File: src/rtl/frightened_pkg.sv
// Shared types and constants for the frightened-mode (power pellet) controller.
package frightened_pkg;

    typedef enum logic [1:0] {IDLE, RUNNING, FLASHING} fright_state_t;

    localparam int unsigned SCORE_BASE = 200;
    localparam int unsigned COMBO_MAX  = 3;
    localparam int unsigned SCORE_W    = 12;
    localparam int unsigned COMBO_W    = 2;

    // Ghost-eat value for a given combo step: 200, 400, 800, 1600.
    function automatic logic [SCORE_W-1:0] combo_score(input logic [COMBO_W-1:0] combo);
        return SCORE_W'(SCORE_BASE << combo);
    endfunction

endpackage

File: src/rtl/frightened_flash.sv
// End-of-window flash generator: phase counter plus the white toggle register.
module frightened_flash #(
    parameter int unsigned FLASH_CYCLES = 25_000_000
) (
    input  logic clk_i,
    input  logic reset_i,
    input  logic start_i,
    input  logic advance_i,
    input  logic clear_i,
    output logic white_o
);

    localparam int unsigned PH_W = (FLASH_CYCLES > 1) ? $clog2(FLASH_CYCLES) : 1;
    localparam logic [PH_W-1:0] PH_LAST = PH_W'(FLASH_CYCLES - 1);

    logic [PH_W-1:0] phase_q, phase_d;
    logic            white_q, white_d;

    // Start opens the flash white; clear forces it off; advance steps the half-period.
    always_comb begin
        phase_d = phase_q;
        white_d = white_q;
        if (start_i) begin
            phase_d = '0;
            white_d = 1'b1;
        end else if (clear_i) begin
            phase_d = '0;
            white_d = 1'b0;
        end else if (advance_i) begin
            if (phase_q == PH_LAST) begin
                phase_d = '0;
                white_d = ~white_q;
            end else begin
                phase_d = phase_q + PH_W'(1);
            end
        end
    end

    always_ff @(posedge clk_i) begin
        if (reset_i) begin
            phase_q <= '0;
            white_q <= 1'b0;
        end else begin
            phase_q <= phase_d;
            white_q <= white_d;
        end
    end

    assign white_o = white_q;

endmodule

File: src/rtl/frightened_timer.sv
// Power-pellet frightened window: timer, flash, per-ghost blue flags and eat scoring.
module frightened_timer
    import frightened_pkg::*;
#(
    parameter int unsigned NUM_GHOSTS      = 4,
    parameter int unsigned DURATION_CYCLES = 500_000_000,
    parameter int unsigned FLASH_CYCLES    = 25_000_000,
    parameter int unsigned FLASH_COUNT     = 4,
    parameter int unsigned CNT_W           = 32
) (
    input  logic                  clk_i,
    input  logic                  reset_i,
    input  logic                  pellet_eaten_i,
    input  logic [NUM_GHOSTS-1:0] ghost_eaten_i,
    input  logic                  pause_i,
    output logic                  frightened_o,
    output logic [NUM_GHOSTS-1:0] ghost_blue_o,
    output logic                  white_o,
    output logic                  score_valid_o,
    output logic [SCORE_W-1:0]    score_pts_o
);

    localparam int unsigned FLASH_WINDOW = 2 * FLASH_COUNT * FLASH_CYCLES;
    localparam bit          DIRECT_FLASH = (FLASH_WINDOW == DURATION_CYCLES);
    localparam int unsigned RUN_LAST     = DIRECT_FLASH ? 0 : DURATION_CYCLES - FLASH_WINDOW - 1;
    localparam logic [CNT_W-1:0] RUN_LAST_C = CNT_W'(RUN_LAST);
    localparam logic [CNT_W-1:0] DUR_LAST_C = CNT_W'(DURATION_CYCLES - 1);

    fright_state_t         state_q, state_d;
    logic [CNT_W-1:0]      counter_q, counter_d;
    logic [NUM_GHOSTS-1:0] ghost_blue_q, ghost_blue_d;
    logic [COMBO_W-1:0]    combo_q, combo_d;
    logic                  frightened_q;
    logic                  score_valid_q, score_valid_d;
    logic [SCORE_W-1:0]    score_pts_q, score_pts_d;

    logic                  flash_start, flash_clear, flash_adv;
    logic [NUM_GHOSTS-1:0] blue_now, eat_sel;
    logic [COMBO_W-1:0]    combo_now;

    // Keep only the lowest-index requesting ghost; the others get re-pulsed later.
    function automatic logic [NUM_GHOSTS-1:0] lowest_set(input logic [NUM_GHOSTS-1:0] req);
        logic [NUM_GHOSTS-1:0] grant;
        grant = '0;
        for (int i = 0; i < NUM_GHOSTS; i++) begin
            if (req[i] && (grant == '0)) grant[i] = 1'b1;
        end
        return grant;
    endfunction

    // A same-cycle pellet restarts first, so the eat sees all ghosts blue and combo 0.
    assign blue_now  = pellet_eaten_i ? '1 : ghost_blue_q;
    assign combo_now = pellet_eaten_i ? '0 : combo_q;
    assign eat_sel   = lowest_set(ghost_eaten_i & blue_now);

    always_comb begin
        state_d       = state_q;
        counter_d     = counter_q;
        ghost_blue_d  = blue_now & ~eat_sel;
        combo_d       = combo_now;
        score_valid_d = 1'b0;
        score_pts_d   = score_pts_q;
        flash_start   = 1'b0;
        flash_clear   = 1'b0;
        flash_adv     = 1'b0;

        if (|eat_sel) begin
            score_valid_d = 1'b1;
            score_pts_d   = combo_score(combo_now);
            combo_d       = (combo_now == COMBO_W'(COMBO_MAX)) ? combo_now : combo_now + COMBO_W'(1);
        end

        if (pellet_eaten_i) begin
            state_d     = DIRECT_FLASH ? FLASHING : RUNNING;
            counter_d   = '0;
            flash_start = DIRECT_FLASH;
            flash_clear = !DIRECT_FLASH;
        end else if (!pause_i) begin
            case (state_q)
                RUNNING: begin
                    counter_d = counter_q + CNT_W'(1);
                    if (counter_q == RUN_LAST_C) begin
                        state_d     = FLASHING;
                        flash_start = 1'b1;
                    end
                end
                FLASHING: begin
                    if (counter_q == DUR_LAST_C) begin
                        state_d      = IDLE;
                        counter_d    = '0;
                        ghost_blue_d = '0;
                        combo_d      = '0;
                        flash_clear  = 1'b1;
                    end else begin
                        counter_d = counter_q + CNT_W'(1);
                        flash_adv = 1'b1;
                    end
                end
                default: ;
            endcase
        end
    end

    always_ff @(posedge clk_i) begin
        if (reset_i) begin
            state_q       <= IDLE;
            counter_q     <= '0;
            ghost_blue_q  <= '0;
            combo_q       <= '0;
            frightened_q  <= 1'b0;
            score_valid_q <= 1'b0;
            score_pts_q   <= '0;
        end else begin
            state_q       <= state_d;
            counter_q     <= counter_d;
            ghost_blue_q  <= ghost_blue_d;
            combo_q       <= combo_d;
            frightened_q  <= (state_d != IDLE);
            score_valid_q <= score_valid_d;
            score_pts_q   <= score_pts_d;
        end
    end

    frightened_flash #(
        .FLASH_CYCLES(FLASH_CYCLES)
    ) u_flash (
        .clk_i    (clk_i),
        .reset_i  (reset_i),
        .start_i  (flash_start),
        .advance_i(flash_adv),
        .clear_i  (flash_clear),
        .white_o  (white_o)
    );

    assign frightened_o  = frightened_q;
    assign ghost_blue_o  = ghost_blue_q;
    assign score_valid_o = score_valid_q;
    assign score_pts_o   = score_pts_q;

endmodule

File: config.mk
export PLATFORM = sky130hd
export DESIGN_NAME = frightened_timer
export DESIGN_NICKNAME = d
export VERILOG_FILES = /design/src/rtl/frightened_pkg.sv /design/src/rtl/frightened_flash.sv /design/src/rtl/frightened_timer.sv
export SDC_FILE = /design/constraint.sdc
export NUM_CORES = 1
export LEC_CHECK = 0
export ABC_AREA = 1
export ABC_CLOCK_PERIOD_IN_PS = 1950
export BUFFER_PORTS_ARGS = -buffer_cell sky130_fd_sc_hd__buf_2
export CAP_MARGIN = 20
export CORE_MARGIN = 5
export CORE_UTILIZATION = 50
export CTS_BUF_LIST = sky130_fd_sc_hd__clkbuf_4
export CTS_CLUSTER_SIZE = 28
export DETAILED_ROUTE_END_ITERATION = 10
export GPL_ROUTABILITY_DRIVEN = 0
export PLACE_DENSITY_LB_ADDON = 0.05
export RECOVER_POWER = 50
export SETUP_SLACK_MARGIN = 0.15
export SLEW_MARGIN = 10
export SYNTH_ARGS = -nofsm -noshare
export SYNTH_HDL_FRONTEND = slang
export SYNTH_SLANG_ARGS = --single-unit
File: constraint.sdc
create_clock -name clk_i -period 1.95 [get_ports clk_i]
set_clock_uncertainty 0.2 [all_clocks]
set_input_delay 0.39 -clock clk_i [delete_from_list [all_inputs] [get_ports clk_i]]
set_output_delay 0.39 -clock clk_i [all_outputs]
set_load 0.005 [all_outputs]
# After elaboration in Yosys (flattened, before gate mapping)
# Index checks and enable logic that the tools add are counted.
[classes]
reduce_logical = 14
bitwise_logic = 6
n_mux = 41
eq_ne = 6
n_shift = 1
addsub = 3
[ops]
columns = ["operator", "count"]
rows = [
  ["32-bit by 29-bit == test with 1-bit output, second input constant", 2],
  ["32-bit case mux with 2 select lines", 1],
  ["32-bit by 1-bit adder with 32-bit output, second input constant", 1],
  ["32-bit 2-to-1 mux", 1],
  ["25-bit by 1-bit adder with 25-bit output, second input constant", 1],
  ["25-bit == test, second input constant", 1],
  ["25-bit 2-to-1 mux", 1],
  ["2-bit 2-to-1 mux", 11],
  ["1-bit 2-to-1 mux", 21],
  ["4-bit 2-to-1 mux", 5],
  ["8-bit by 2-bit left shift with 12-bit output, first input constant", 1],
  ["4-bit bitwise AND", 2],
  ["3-bit nonzero test", 2],
  ["2-bit == test, second input constant", 2],
  ["4-bit NOT", 1],
  ["2-bit case mux with 2 select lines", 1],
  ["2-bit AND reduction", 2],
  ["2-bit nonzero test", 2],
  ["4-bit OR reduction", 1],
  ["1-bit logical AND", 3],
  ["3-bit zero test", 1],
  ["1-bit NOT", 3],
  ["3-bit OR reduction", 1],
  ["2-bit by 1-bit adder with 2-bit output, second input constant", 1],
  ["other kinds (3)", 3],
]
[word_totals]
in_bits = 8
out_inout_bits = 19
register_bits = 80

# Depth between registers and ports, before layout
[logic_depth]
depth_word = 18
mapped_depth = 12
mapped_depth_nobuf = 12

# By module
# A second synthesis with hierarchy kept.
[unflattened]
hier_cells = 619
area_unflattened_um2 = 4304.1
[modules_own_cells]
columns = ["module", "instances", "area_per_inst_um2", "cells_per_inst", "seq_area_each_um2"]
rows = [
  ["frightened_timer", 1, 2763.9, 390, 1001.0],
  ["frightened_flash", 1, 1540.2, 229, 520.5],
]

# Worst setup path before layout
# Ideal clock, no wire load.
[synth_timing]
path_kind = "reg-to-reg"
from = "register state_q[0]"
to = "register counter_q[28]"
arrival_ps = 1725
required_ps = 1640
synth_period_minus_slack_ps = 2035
stages_incl_launch_ff = 13
setup_time_ps = 110
path_slack_ps = -85
cell_sequence = "dfxtp_1 > inv_1 > ha_1 > nor2_4 > nand4_2 > nor2_1 > nand2_1 > nor2_1 > nand3_1 > nor2_1 > nand3_1 > nand2_1 > nor2_1"
[synth_via]
elab_chain_len = 3
elab_cells_between_ends = 5
[synth_lines]
columns = ["element", "line_no", "rtl"]
rows = [
  ["start: declaration", "frightened_timer.sv:29", "fright_state_t state_q, state_d;"],
  ["start signal: assignment", "frightened_timer.sv:114", "state_q <= state_d;"],
  ["2-bit == test or 2-bit by 1-bit == test with 1-bit output (tied branches)", "frightened_timer.sv:79", "case (state_q)"],
  ["2-bit nonzero test (no line)", "--", ""],
  ["2-bit AND reduction (no line)", "--", ""],
  ["end signal: assignment", "frightened_timer.sv:115", "counter_q <= counter_d;"],
  ["end: declaration", "frightened_timer.sv:30", "logic [CNT_W-1:0] counter_q, counter_d;"],
]
# Several ways; a longest one is shown, not always the timed one.
# A chain may end at the register's enable or synchronous reset.

# Final worst setup path
[layout_timing]
from = "register counter_q[0]"
to = "register counter_q[21]"
[layout_via]
elab_chain_len = 3
elab_cells_between_ends = 4
[layout_lines]
columns = ["element", "line_no", "rtl"]
rows = [
  ["32-bit by 1-bit adder with 32-bit output or 32-bit by 29-bit == test with 1-bit output (tied branches)", "frightened_timer.sv:81, frightened_timer.sv:95, frightened_timer.sv:88", ""],
  ["32-bit 2-to-1 mux", "frightened_timer.sv:88", "if (counter_q == DUR_LAST_C) begin"],
  ["32-bit case mux with 2 select lines (*)", "frightened_timer.sv:79", ""],
]
# Mark *: on every way between the ends. The rest lies on a longest branch, timed or not.

==> summary.md <==
| Metric | Value |
|---|---|
| Leak pwr | 2.636 nW |
| Port Buf Inserts | 22 |
| Share of cells above drive strength 1 | 37.68% |
| Mapped Area | 4432 sq um |
| Slowest-stage cell, CP | dfxtp_2 |
| Max Clk Rate | 503.3 MHz |
| Post-synthesis async set-or-reset flop share | 0% |
| Fin crit share | 101.9% |
| Initial DRC count | 392 |
| Top-count cell post-synth | nand2_1 |
| Clk buf depth | 2 |
| Max-capacitance violation count | 0 |
| Outcome | finished, violations left |
| Final WL | 14290 microns |
| Worst path cell trace | buf_4, nand3_1, inv_1, nand3_2, nor2_4, buf_4, nand4_1, buf_4, nand2_1, nor3b_1 |
| Initial antenna violation count | 0 |
| Core Area | 8678 sq um |
| DR pass1 iterations | 5 |
| CP Class | reg -> reg |
| EDFF count, synth | 0 |
| WL/cell | 15.27 microns |
| Yosys reg bits | 76 |
| Io pins | 27 |
| Cell mode on critical path | buf_4 |
| Final Hold Fails | 0 |
| Worst setup margin | -0.03683 ns |
| Final slew viol count | 0 |
| Dominant cell type by area after synthesis | dfxtp_1 |
| Cts bufs inserted | 9 |
| H-tree depth | 3 |
| WP data required | 2.13 ns |
| Final nets | 841 |
| Crit path DAT | 2.16 ns |
| Via count | 5140 |
| Vias in the first global route | 4832 |
| Setup TNS | -0.1030 ns |
| CP startpoint kind | flop |
| Die Area | 10850 sq um |
| TritonCTS clock tree | yes |
| Worst slew margin relative to its limit | 61.64% |
| Synth cell count leaders | 163 x nand2_1, 141 x nor2_1, 76 x dfxtp_1 |
| Vias per cell | 5.491 |
| Maximum number of pins on one net before global-route repair | 14 |
| Syn Inst Count | 690 |
| VDD IR max | 0.0003726 V |
| Final cell count without fillers | 936 |
| Failing checks | setup timing |
| Final Critical Period | 1.987 ns |
| Power Density | 495.5 nW/um^2 |
| Clk root buf | clkbuf_4 |
| Horiz. Die Dim | 104.1 microns |
| Area Overhead vs Synth | 48.05% |
| Die Ht | 104.1 microns |
| Post-Syn Area per Cell | 6.423 sq um |
| Post-DP HPWL | 9193 microns |
| DRC viols | 0 |
| Post-Place Worst Slack | -0.06359 ns |
| Synth top area cells | dfxtp_1 34%, nand2_1 14%, nor2_1 12% |
| Top delay family on crit path | simple AND/OR/NAND/NOR gates |
| Worst Max-Slew Pin Slew | 0.5747 ns |
| Buf+Inv Stages, Crit Path | 4 |
| Yosys warns | 0 |
| Starting Density | 51.07% |
| N_diodes | 0 |
| Clock net sink count | 76 |
| Worst hold margin | 0.009555 ns |
| CP Capture Type | flop |
| Post-synth cell types | 40 |
| Post-synth top area share | 34.33% |
| Setup Viol. Count Final | 7 |
| Clk Latency, worst-skew pair | 0.44 ns |
| Tot Pwr | 3.251 mW |
| CP max FO | 3 |
| Grt total ovfl | 0 |
| RSZ-0062 raised after global routing | true |
| Gr usage total | 24.18% |
| CTS clk-pin slew, worst paths | 0.13 ns |
| Fill count | 668 |
| Row Count | 34 |
| CP peak stage delay | 0.38 ns |
| Worst hold-check path type | in -> reg |
| Seq/Total Area, Yosys | 34.33% |
| Dpl cells | 884 |
| Antenna-violating nets left | 0 |
| Top FF cell, synth | dfxtp_1 |
| First-pass GRT wire length | 22210 microns |
## repair_timing
action / CTS / global route
gates cloned: 2 / 2
pin swaps: 16 / 35
setup buffers: 16 / 12
endpoints found under the setup margin: 60 / 72
gates resized for setup: 95 / 130
endpoints found under the hold margin: 6 / 1
hold buffers: 2 / 2
## layout make-up
type / instances / area (sq um) / share of cell area, %
multi-input combinational: 521 / 3198 / 48.74
sequential: 76 / 1555 / 23.70
timing repair buffer: 135 / 1154 / 17.58
inverter: 80 / 312.8 / 4.767
clock inverter: 7 / 138.9 / 2.117
tap: 108 / 135.1 / 2.060
clock buffer: 9 / 67.56 / 1.030
## worst min-delay path, cell delays in order
cell and delay [ns]:
buf_2 0.09, nand2_1 0.05, nand2_1 0.05, nor2_1 0.04
## cells by family (layout without fill, tap and decap cells)
logic type      count (synthesis)  after routing  synth area share, %
other cells                     1              4              0.08462
compound gates                 56             56                7.369
simple gates                  428            428                41.95
flops                          76             76                34.33
buf+inv                        96            231                8.893
xor+xnor                       23             23                4.545
fa+ha+maj                      10             10                2.823
## stage by stage
stage               cell area, sq um  utilization (%)
floorplan                       4479                -
global route                    6561            75.61
finish                          6561            75.61
detailed placement              5234            60.31
CTS                             5948            68.54
global placement                5234            60.31
## report_power, final
part           internal [mW]  switching [mW]
clock network          0.775           0.589
registers               1.58          0.0152
logic                  0.134           0.155
total                   2.49           0.760
## flip-flops by register name, summed over array words and instances (netlist names)
name             cells
counter_q           32
u_flash.white_o      1
score_valid_o        1
frightened_o         1
score_pts_o          8
state_q              2
combo_q              2
u_flash.phase_q     25
ghost_blue_o         4
## layout by cell type, fill, tap and decap left out, types with 15 or more instances in the layout
master,instances
buf_4,79
buf_6,19
dfxtp_1,51
dfxtp_2,24
inv_1,66
nand2_1,145
nand3_1,33
nand4_1,23
nor2_1,100
nor2_2,31
nor2_4,15
nor3_1,17
xor2_1,16
## final timing paths
check / from / slack [ns] / cells after the start / endpoint
worst min-delay path: ghost_eaten_i[1] / 0.01 / 4 / ghost_blue_o[1]
worst max-delay path: counter_q[0] / -0.04 / 10 / counter_q[21]
worst min register to register: score_pts_o[6] / 0.28 / 2 / score_pts_o[6]
worst max register to register: counter_q[0] / -0.04 / 10 / counter_q[21]
## layer usage
metal,track usage [%],routed length (microns)
met3,3.724,1167
met4,9.343,492
met1,32.91,6021
met2,38.43,6609
met5,0,0
Note: power is estimated with default switching activity, not from simulation.
